$ cat src/rtl/lot_pkg.sv
// Shared types for the parking-lot gate sensor decoder: FSM states and sensor codes.
// The optional debounce filter is enabled with LOT_DEBOUNCE_EN.
package lot_pkg;

  typedef enum logic [2:0] {
    IDLE,
    EN_A,
    EN_AB,
    EN_B,
    EX_B,
    EX_AB,
    EX_A,
    RESYNC
  } gate_state_t;

  // Sensor codes are {a, b}; 1 means the beam is blocked.
  localparam logic [1:0] AB_NONE = 2'b00;
  localparam logic [1:0] AB_A    = 2'b10;
  localparam logic [1:0] AB_B    = 2'b01;
  localparam logic [1:0] AB_BOTH = 2'b11;

endpackage

$ cat src/rtl/sensor_debounce.sv
// Two-flop synchronizer for one gate photo-sensor, followed by a stability filter
// when LOT_DEBOUNCE_EN is defined (otherwise the synchronizer output is used as is).
module sensor_debounce #(
  parameter int unsigned DEBOUNCE_CYCLES = 4
) (
  input  logic clk,
  input  logic reset,
  input  logic raw,
  output logic clean
);

  if (DEBOUNCE_CYCLES == 0) begin : g_bad_cfg
    $error("sensor_debounce: DEBOUNCE_CYCLES must be at least 1");
  end

  logic s1_q;
  logic s2_q;

  always_ff @(posedge clk) begin
    if (!reset) begin
      s1_q <= 1'b0;
      s2_q <= 1'b0;
    end else begin
      s1_q <= raw;
      s2_q <= s1_q;
    end
  end

`ifdef LOT_DEBOUNCE_EN
  localparam int unsigned CW = (DEBOUNCE_CYCLES > 1) ? $clog2(DEBOUNCE_CYCLES) : 1;
  localparam logic [CW-1:0] LAST = CW'((DEBOUNCE_CYCLES > 0) ? DEBOUNCE_CYCLES - 1 : 0);

  logic [CW-1:0] cnt_q;
  logic [CW-1:0] cnt_d;
  logic          clean_q;
  logic          clean_d;

  // The counter only advances while the synchronized input disagrees with the
  // filtered value; any agreeing sample restarts the stability window.
  always_comb begin
    cnt_d   = '0;
    clean_d = clean_q;
    if (s2_q != clean_q) begin
      if (cnt_q >= LAST) begin
        clean_d = s2_q;
      end else begin
        cnt_d = cnt_q + 1'b1;
      end
    end
  end

  always_ff @(posedge clk) begin
    if (!reset) begin
      cnt_q   <= '0;
      clean_q <= 1'b0;
    end else begin
      cnt_q   <= cnt_d;
      clean_q <= clean_d;
    end
  end

  assign clean = clean_q;
`else
  assign clean = s2_q;
`endif

endmodule

$ cat src/rtl/lot_gate_sensor.sv
// Decodes the outer (a) and inner (b) gate sensors into one-cycle inc/dec/err events.
// Define LOT_DEBOUNCE_EN to insert a DEBOUNCE_CYCLES stability filter on each sensor.
module lot_gate_sensor
  import lot_pkg::*;
#(
  parameter int unsigned DEBOUNCE_CYCLES = 4
) (
  input  logic clk,
  input  logic reset,
  input  logic a,
  input  logic b,
  output logic inc,
  output logic dec,
  output logic err,
  output logic busy
);

  logic        a_s;
  logic        b_s;
  logic [1:0]  ab;
  gate_state_t state_q;
  logic        inc_q;
  logic        dec_q;
  logic        err_q;

  sensor_debounce #(.DEBOUNCE_CYCLES(DEBOUNCE_CYCLES)) u_deb_a (
    .clk  (clk),
    .reset(reset),
    .raw  (a),
    .clean(a_s)
  );

  sensor_debounce #(.DEBOUNCE_CYCLES(DEBOUNCE_CYCLES)) u_deb_b (
    .clk  (clk),
    .reset(reset),
    .raw  (b),
    .clean(b_s)
  );

  assign ab = {a_s, b_s};

  // Each state lists only the codes that move it; the code matching the state is a hold.
  always_ff @(posedge clk) begin
    if (!reset) begin
      state_q <= IDLE;
      inc_q   <= 1'b0;
      dec_q   <= 1'b0;
      err_q   <= 1'b0;
    end else begin
      inc_q <= 1'b0;
      dec_q <= 1'b0;
      err_q <= 1'b0;
      unique case (state_q)
        IDLE: begin
          case (ab)
            AB_A:    state_q <= EN_A;
            AB_B:    state_q <= EX_B;
            AB_BOTH: begin state_q <= RESYNC; err_q <= 1'b1; end
            default: ;
          endcase
        end
        EN_A: begin
          case (ab)
            AB_BOTH: state_q <= EN_AB;
            AB_NONE: state_q <= IDLE;
            AB_B:    begin state_q <= RESYNC; err_q <= 1'b1; end
            default: ;
          endcase
        end
        EN_AB: begin
          case (ab)
            AB_B:    state_q <= EN_B;
            AB_A:    state_q <= EN_A;
            AB_NONE: begin state_q <= RESYNC; err_q <= 1'b1; end
            default: ;
          endcase
        end
        EN_B: begin
          case (ab)
            AB_NONE: begin state_q <= IDLE; inc_q <= 1'b1; end
            AB_BOTH: state_q <= EN_AB;
            AB_A:    begin state_q <= RESYNC; err_q <= 1'b1; end
            default: ;
          endcase
        end
        EX_B: begin
          case (ab)
            AB_BOTH: state_q <= EX_AB;
            AB_NONE: state_q <= IDLE;
            AB_A:    begin state_q <= RESYNC; err_q <= 1'b1; end
            default: ;
          endcase
        end
        EX_AB: begin
          case (ab)
            AB_A:    state_q <= EX_A;
            AB_B:    state_q <= EX_B;
            AB_NONE: begin state_q <= RESYNC; err_q <= 1'b1; end
            default: ;
          endcase
        end
        EX_A: begin
          case (ab)
            AB_NONE: begin state_q <= IDLE; dec_q <= 1'b1; end
            AB_BOTH: state_q <= EX_AB;
            AB_B:    begin state_q <= RESYNC; err_q <= 1'b1; end
            default: ;
          endcase
        end
        RESYNC: begin
          if (ab == AB_NONE) state_q <= IDLE;
        end
        default: state_q <= IDLE;
      endcase
    end
  end

  assign inc  = inc_q;
  assign dec  = dec_q;
  assign err  = err_q;
  assign busy = (state_q != IDLE);

endmodule

$ cat config.mk
export PLATFORM = sky130hd
export DESIGN_NAME = lot_gate_sensor
export DESIGN_NICKNAME = d
export VERILOG_FILES = /design/src/rtl/lot_pkg.sv /design/src/rtl/sensor_debounce.sv /design/src/rtl/lot_gate_sensor.sv
export SDC_FILE = /design/constraint.sdc
export NUM_CORES = 1
export LEC_CHECK = 0
export BUFFER_PORTS_ARGS = -buffer_cell sky130_fd_sc_hd__buf_2
export CAP_MARGIN = 20
export CORE_ASPECT_RATIO = 0.75
export CORE_MARGIN = 5
export CORE_UTILIZATION = 40
export DETAILED_ROUTE_END_ITERATION = 6
export GPL_TIMING_DRIVEN = 0
export PLACE_DENSITY = 0.7
export SLEW_MARGIN = 40
export SYNTH_ARGS = -nofsm -noshare
export SYNTH_HDL_FRONTEND = slang
export SYNTH_SLANG_ARGS = --single-unit
$ cat constraint.sdc
create_clock -name clk -period 4.6 [get_ports clk]
set_clock_uncertainty 0.05 [all_clocks]
set_input_delay 1.38 -clock clk [delete_from_list [all_inputs] [get_ports clk]]
set_output_delay 1.38 -clock clk [all_outputs]
set_load 0.1 [all_outputs]
==> results of run 1 <==
==> kinds of logic (layout without fill, tap and decap cells) <==
| logic type | after synthesis | after routing | synth area share |
|---|---|---|---|
| simple gates | 35 | 35 | 0.264 |
| compound gates | 25 | 25 | 0.246 |
| buf+inv | 13 | 22 | 0.0837 |
| flops | 10 | 10 | 0.263 |
| fa+ha+maj | 7 | 7 | 0.115 |
| mux | 2 | 2 | 0.0279 |
==> cell type report <==
type                            count  area (um2)  area share
Buffer                              7        41.3      0.0490
Clock buffer                        3        22.5      0.0267
Inverter                            6        22.5      0.0267
Multi-Input combinational cell     69         498       0.591
Sequential cell                    10         200       0.238
Tap cell                           22        27.5      0.0327
Timing Repair Buffer                6        30.0      0.0357
==> power by group through the flow <==
| stage | Clock, W | Combinational, W | Sequential (W) |
|---|---|---|---|
| after CTS | 0.0000608 | 0.000258 | 0.000116 |
| after global routing | 0.0000671 | 0.000280 | 0.000118 |
| after global placement | 0 | 0.000252 | 0.000117 |
| final | 0.0000570 | 0.000260 | 0.000116 |
| after floorplan | 0 | 0.000193 | 0.000136 |
| after detailed placement | 0 | 0.000257 | 0.000118 |
==> cells in the mapped netlist, types with 2 or more instances <==
cell type	count
nand2b_1	5
ha_1	7
clkbuf_1	2
nor3_1	4
nand2_1	4
inv_1	6
a21oi_1	3
nand3b_1	2
and2_1	4
and3_1	2
nor2_1	5
o21ai_0	5
o21ai_1	3
dfxtp_1	10
a2111oi_0	2
nand3_1	2
buf_2	3
==> per-layer routing <==
| metal | vias up | wire length [um] |
|---|---|---|
| met2 | 34 | 748 |
| met4 | 0 | 27 |
| li1 | 351 | - |
| met5 | - | 0 |
| met3 | 4 | 138 |
| met1 | 313 | 810 |
==> state kept, by name, summed over array words and instances, names as in the netlist <==
signal	flops
u_deb_a.s1_q	1
u_deb_a.clean	1
u_deb_b.s1_q	1
u_deb_b.clean	1
err	1
dec	1
state_q	3
inc	1
==> critical path: stages, from the launching register on <==
cell     delay [ns]
dfxtp_1        0.43
buf_2          0.24
buf_2          0.22
or3_1          0.15
buf_2          0.43
==> worst max-delay path by stage <==
| stage | start | end | slack, ns | cells past startpoint |
|---|---|---|---|---|
| 2_1_floorplan | state_q[1]$_SDFFE_PN0P_ | busy | 1.72 | 3 |
| 3_3_place_gp | state_q[1]$_SDFFE_PN0P_ | busy | 1.75 | 4 |
| 3_5_place_dp | state_q[1]$_SDFFE_PN0P_ | busy | 1.74 | 4 |
| 4_1_cts | state_q[1]$_SDFFE_PN0P_ | busy | 1.44 | 4 |
| 5_1_grt | state_q[1]$_SDFFE_PN0P_ | busy | 1.33 | 4 |
| 6_report | state_q[1]$_SDFFE_PN0P_ | busy | 1.44 | 4 |
==> per-stage QoR <==
step	std cells	setup WS [ns]
2_1_floorplan	92	1.72
3_3_place_gp	120	1.75
3_5_place_dp	120	1.74
4_1_cts	123	1.44
5_1_grt	123	1.33
6_report	123	1.44
==> summary.md, run 1 <==
| Metric | Value |
|---|---|
| Total Power | 0.000433 W |
| Crit start category | flop |
| Die width | just over 60 um |
| Async SR Flop Fraction | 0 |
| Min-Delay Path Depth | 1 |
| PD cells | 514 nW/um2 |
| Hold wc startpoint | u_deb_a.s1_q$_SDFF_PN0_ |
| Synth Register Bits | 10 |
| Vias/cell | 5.71 |
| Pre-antenna DRT Iters | 4 |
| Layout Nets | between 100 and 150 |
| Lkg Pwr | 0.342 nW |
| Combinational share of power | 0.600 |
| Most frequent cells in the layout | dfxtp_1, buf_2, ha_1 |
| Share of layout cells above drive strength 1 | 0.168 |
| Area share of the largest cell type after synthesis | 0.263 |
| H-Tree Depth | 1 |
| Setup crit end kind | output port |
| Overall global routing resource usage | 0.145 |
| Total clock sinks | 10 |
| Port Buffer Count | 6 |
| Internal | about 0.00022 W |
| Via count | 702 |
| Met1 Usage GRT | 0.205 |
| Final Util | 0.475 |
| TritonCTS clock tree | done |
| Sum Neg Setup Slack | 0 ns |
| Max Cap Violations | 0 |
| Cts bufs inserted | 3 |
| Max transition margin | 0.632 |
| Die Y | around 48 um |
| Worst r2r dst | state_q[1]$_SDFFE_PN0P_ |
| WL/cell | around 14 um |
| Yosys warns | 0 |
| Syn avg cell area | between 8 and 9 um2 |
| Placement Cell Area | slightly above 800 um2 |
| R2r setup slk | 2.63 ns |
| Outcome | completed |
| Post-synth EDFFs | 0 |
| CP max FO | 10 |
| Largest area contributor in the netlist | dfxtp_1 |
| Slew Limit Fails | 0 |
| # IOs | 8 |
| Inserted Diodes | 0 |
| Vias in the first global route | between 600 and 700 |
| Top cells by area, synth | dfxtp_1, ha_1, nand2b_1 |
| Fmax | ~320 MHz |
| CP Class | flop to output port |
| Post-CTS Setup Bufs | 0 |
| Cell Area, Synth | ~760 um2 |
| Min Tclk post-route | roughly 3.2 ns |
| Worst-Margin Slew | between 0.5 and 0.6 ns |
| Synth Flop Type | dfxtp_1 |
| Sequential power share | 0.268 |
| Critical Path RT | ~3.2 ns |
| Hold Path End | u_deb_a.clean$_SDFF_PN0_ |
| Hold_buf cts | 0 |
| Area growth syn-to-layout | 10.5% |
| Clock power frac | 0.132 |
| Die area | 2890 um2 |
| Placer Congestion | slightly above 0.8 |
| Gr busiest metal | met2 |
| Synthesized instance count | 92 |
| Number of routed nets with antenna violations | 0 |
| Post-synth cell types | 40 |
| FP Rows | 13 |
| R2R depth | 7 |
| Drt initial violations | 51 |
| RSZ-0062 raised after global routing | no |
| DRC | 0 |
| Initial Util | 0.430 |
| Most common cell after layout, fill and taps aside | dfxtp_1 |
| Peak supply drop | ~0.0004 V |
| First-pass GRT wire length | 2920 um |
| Post-synthesis sequential area ratio | 0.263 |
| RR Startpoint | u_deb_b.clean$_SDFF_PN0_ |
| Initial antenna violation count | 0 |
| Max Root-Sink Buffers | 2 |
| Final setup viols | 0 |
| Syn nets | 103 |
| Filler instances | between 150 and 200 |
| GRT Residual Overflow | 0 |
| Clk_lat worst skew | 0.26 ns |
| Hold Crit Class | flop to flop |
| Finished Cell Area | roughly 840 um2 |
| CP arrival | 1.73 ns |
| Largest net degree at the start of global routing | 11 |
| Switch share | 0.492 |
| Total wire length | between 1500 and 2000 um |
| Resized Gates After CTS | 0 |
| Clock transition at path regs | 0.06 ns |
| Hpwl dp | between 1000 and 1500 um |
| Met2 global-route usage | 0.207 |
| CTS root buffer | clkbuf_4 |
| Psw | about 0.00021 W |
| Final hold vios | 0 |
| Final Cycle Share | 0.687 |
| Core Region | between 1500 and 2000 um2 |
| Min Hold Slack | just under 0.4 ns |
| Met3 GRT Util | 0.0350 |
(Power assumes the default switching activity.)
==> run 2: changes to the inputs <==
Settings changed: ABC_AREA from default to 1, PLACE_DENSITY 0.7 to 0.72.
Clock period 4.6 ns to 2.85 ns, I/O delays scaled along.
==> summary.md, run 2 <==
| Metric | Value |
|---|---|
| Min Tclk post-route | 2.28 ns |
| Die Y | approximately 48 um |
| H-Tree Depth | 1 |
| Initial Util | 0.428 |
| Lkg Pwr | roughly 0.45 nW |
| Vias/cell | 5.19 |
| Met3 GRT Util | 0.0566 |
| Hold_buf cts | 0 |
| Top-count cell post-synth | nand2_1 |
| Port Buffer Count | 6 |
| Most common cell after layout, fill and taps aside | nand2_1 |
| Clock transition at path regs | about 0.07 ns |
| Placement Cell Area | around 820 um2 |
| RR Startpoint | u_deb_a.clean$_SDFF_PN0_ |
| Resized Gates After CTS | 0 |
| Placer Congestion | between 0.8 and 0.9 |
| Synth cell count leaders | nand2_1, nor2_1, inv_1 |
| Critical Path RT | 1.95 ns |
| Final setup viols | 0 |
| Sequential power share | 0.253 |
| Clk_lat worst skew | roughly 0.26 ns |
| # IOs | 8 |
| Min Hold Slack | about 0.37 ns |
| CP arrival | around 1.4 ns |
| Via count | between 700 and 800 |
| Largest area contributor in the netlist | dfxtp_1 |
| Hpwl dp | around 1300 um |
| Overall global routing resource usage | 0.126 |
| Most flop-heavy register | state_q |
| Core Region | 1770 um2 |
| Synth Register Bits | 10 |
| Share of layout cells above drive strength 1 | 0.181 |
| Max reg flops | 3 |
| Final Cycle Share | 0.801 |
| CTS root buffer | clkbuf_4 |
| Crit start category | flop |
| Cell Area, Synth | around 760 um2 |
| Peak supply drop | 0.000388 V |
| Sum Neg Setup Slack | 0 ns |
| Combinational share of power | 0.575 |
| Clock power frac | 0.172 |
| Post-synth EDFFs | 0 |
| Outcome | completed |
| Area share of the largest cell type after synthesis | 0.264 |
| Largest net degree at the start of global routing | 11 |
| Die width | approximately 60 um |
| CP Class | flop to output port |
| First-pass GRT wire length | roughly 2600 um |
| Hold wc startpoint | u_deb_b.s1_q$_SDFF_PN0_ |
| Syn nets | about 130 |
| Die area | roughly 2900 um2 |
| Max transition margin | 0.676 |
| Met2 global-route usage | 0.209 |
| Switch share | 0.516 |
| Finished Cell Area | 853 um2 |
| Post-CTS Setup Bufs | 0 |
| Total clock sinks | 10 |
| RSZ-0062 raised after global routing | no |
| Drt initial violations | 35 |
| Async SR Flop Fraction | 0 |
| Max Root-Sink Buffers | 2 |
| Layout Nets | 139 |
| PnR worst setup slack | approximately 0.57 ns |
| TritonCTS clock tree | done |
| Slew Limit Fails | 0 |
| Area growth syn-to-layout | 12.4% |
| Top cells by area, synth | dfxtp_1, nand2_1, ha_1 |
| Number of routed nets with antenna violations | 0 |
| Hold Crit Class | flop to flop |
| FP Rows | 13 |
| Worst-Margin Slew | 0.490 ns |
| CP max FO | 7 |
| Setup crit end kind | output port |
| Cts bufs inserted | 3 |
| Gr busiest metal | met2 |
| Post-synth cell types | 20 |
| Yosys warns | 0 |
| Final hold vios | 0 |
| PD cells | 866 nW/um2 |
| Inserted Diodes | 0 |
| Fmax | ~440 MHz |
| Pre-CTS WS | between 0.8 and 0.9 ns |
| Synthesized instance count | approximately 120 |
| Initial antenna violation count | 0 |
| GRT Residual Overflow | 0 |
| Internal | between 0.0003 and 0.0004 W |
| WL/cell | between 10 and 15 um |
| Pre-antenna DRT Iters | 4 |
| Post-synthesis sequential area ratio | 0.264 |
| Syn avg cell area | between 6 and 7 um2 |
| Crit. Startpoint | state_q[0]$_SDFFE_PN0P_ |
| DRC | 0 |
| Psw | between 0.0003 and 0.0004 W |
| Vias in the first global route | about 650 |
| Max Cap Violations | 0 |
| Most frequent cells in the layout | nand2_1, nor2_1, inv_1 |
| Synth Flop Type | dfxtp_1 |
| Met1 Usage GRT | 0.160 |
| Total wire length | around 1600 um |
run 2: cell count changes after synthesis, moves of 5 or more:
cell | previous run | this run
inv_1 | 6 | 17
nor2_2 | 0 | 7
nand2_1 | 4 | 24
nor2_1 | 5 | 18
nand4_1 | 0 | 7
nand2b_1 | 5 | 0
run 2: worst max-delay path, cell delays in order (launching register included):
cell and delay, ns:
dfxtp_1 0.46, nor2_2 0.09, nand2_2 0.12, buf_2 0.44
run 2: final cells by class:
cell class / instances / area [um2]
Buffer: 3 / 27.5
Clock buffer: 4 / 36.3
Fill cell: 176 / 920
Inverter: 18 / 70.1
Multi-Input combinational cell: 86 / 462
Sequential cell: 10 / 200
Tap cell: 22 / 27.5
Timing Repair Buffer: 6 / 30.0
run 2: path summary, 6_finish.rpt:
path,cells past startpoint,to,slack [ns]
setup / recovery,3,busy,0.57
hold / removal,2,u_deb_b.clean$_SDFF_PN0_,0.37
hold reg to reg,2,u_deb_b.clean$_SDFF_PN0_,0.37
setup reg to reg,10,state_q[1]$_SDFFE_PN0P_,1.20
run 2: metal layers:
| metal | share of wire | vias up |
|---|---|---|
| met4 | 0.0024 | 0 |
| met1 | 0.45 | 345 |
| li1 | - | 386 |
| met5 | 0 | - |
| met2 | 0.44 | 40 |
| met3 | 0.10 | 2 |
run 2: power groups by stage:
stage | Combinational (W) | Sequential (W) | Clock [W]
detailed placement | 0.000419 | 0.000190 | 0
finish | 0.000425 | 0.000187 | 0.000127
global route | 0.000458 | 0.000191 | 0.000133
floorplan | 0.000309 | 0.000230 | 0
CTS | 0.000421 | 0.000187 | 0.000129
global placement | 0.000417 | 0.000190 | 0
run 2: logic make-up after synthesis:
logic type	after synthesis	share of synthesized area
adder cells (fa/ha/maj)	7	0.115
flip-flops	10	0.264
AND/OR/NAND/NOR	71	0.438
AO/OA/AOI/OAI	8	0.0544
buffers and inverters	21	0.128
run 2: metrics by stage:
step	cells	utilization	total power (W)
after floorplan	117	-	0.000539
after global placement	145	0.461	0.000607
after detailed placement	145	0.461	0.000609
after CTS	149	0.481	0.000737
after global routing	149	0.481	0.000782
final	149	0.481	0.000739
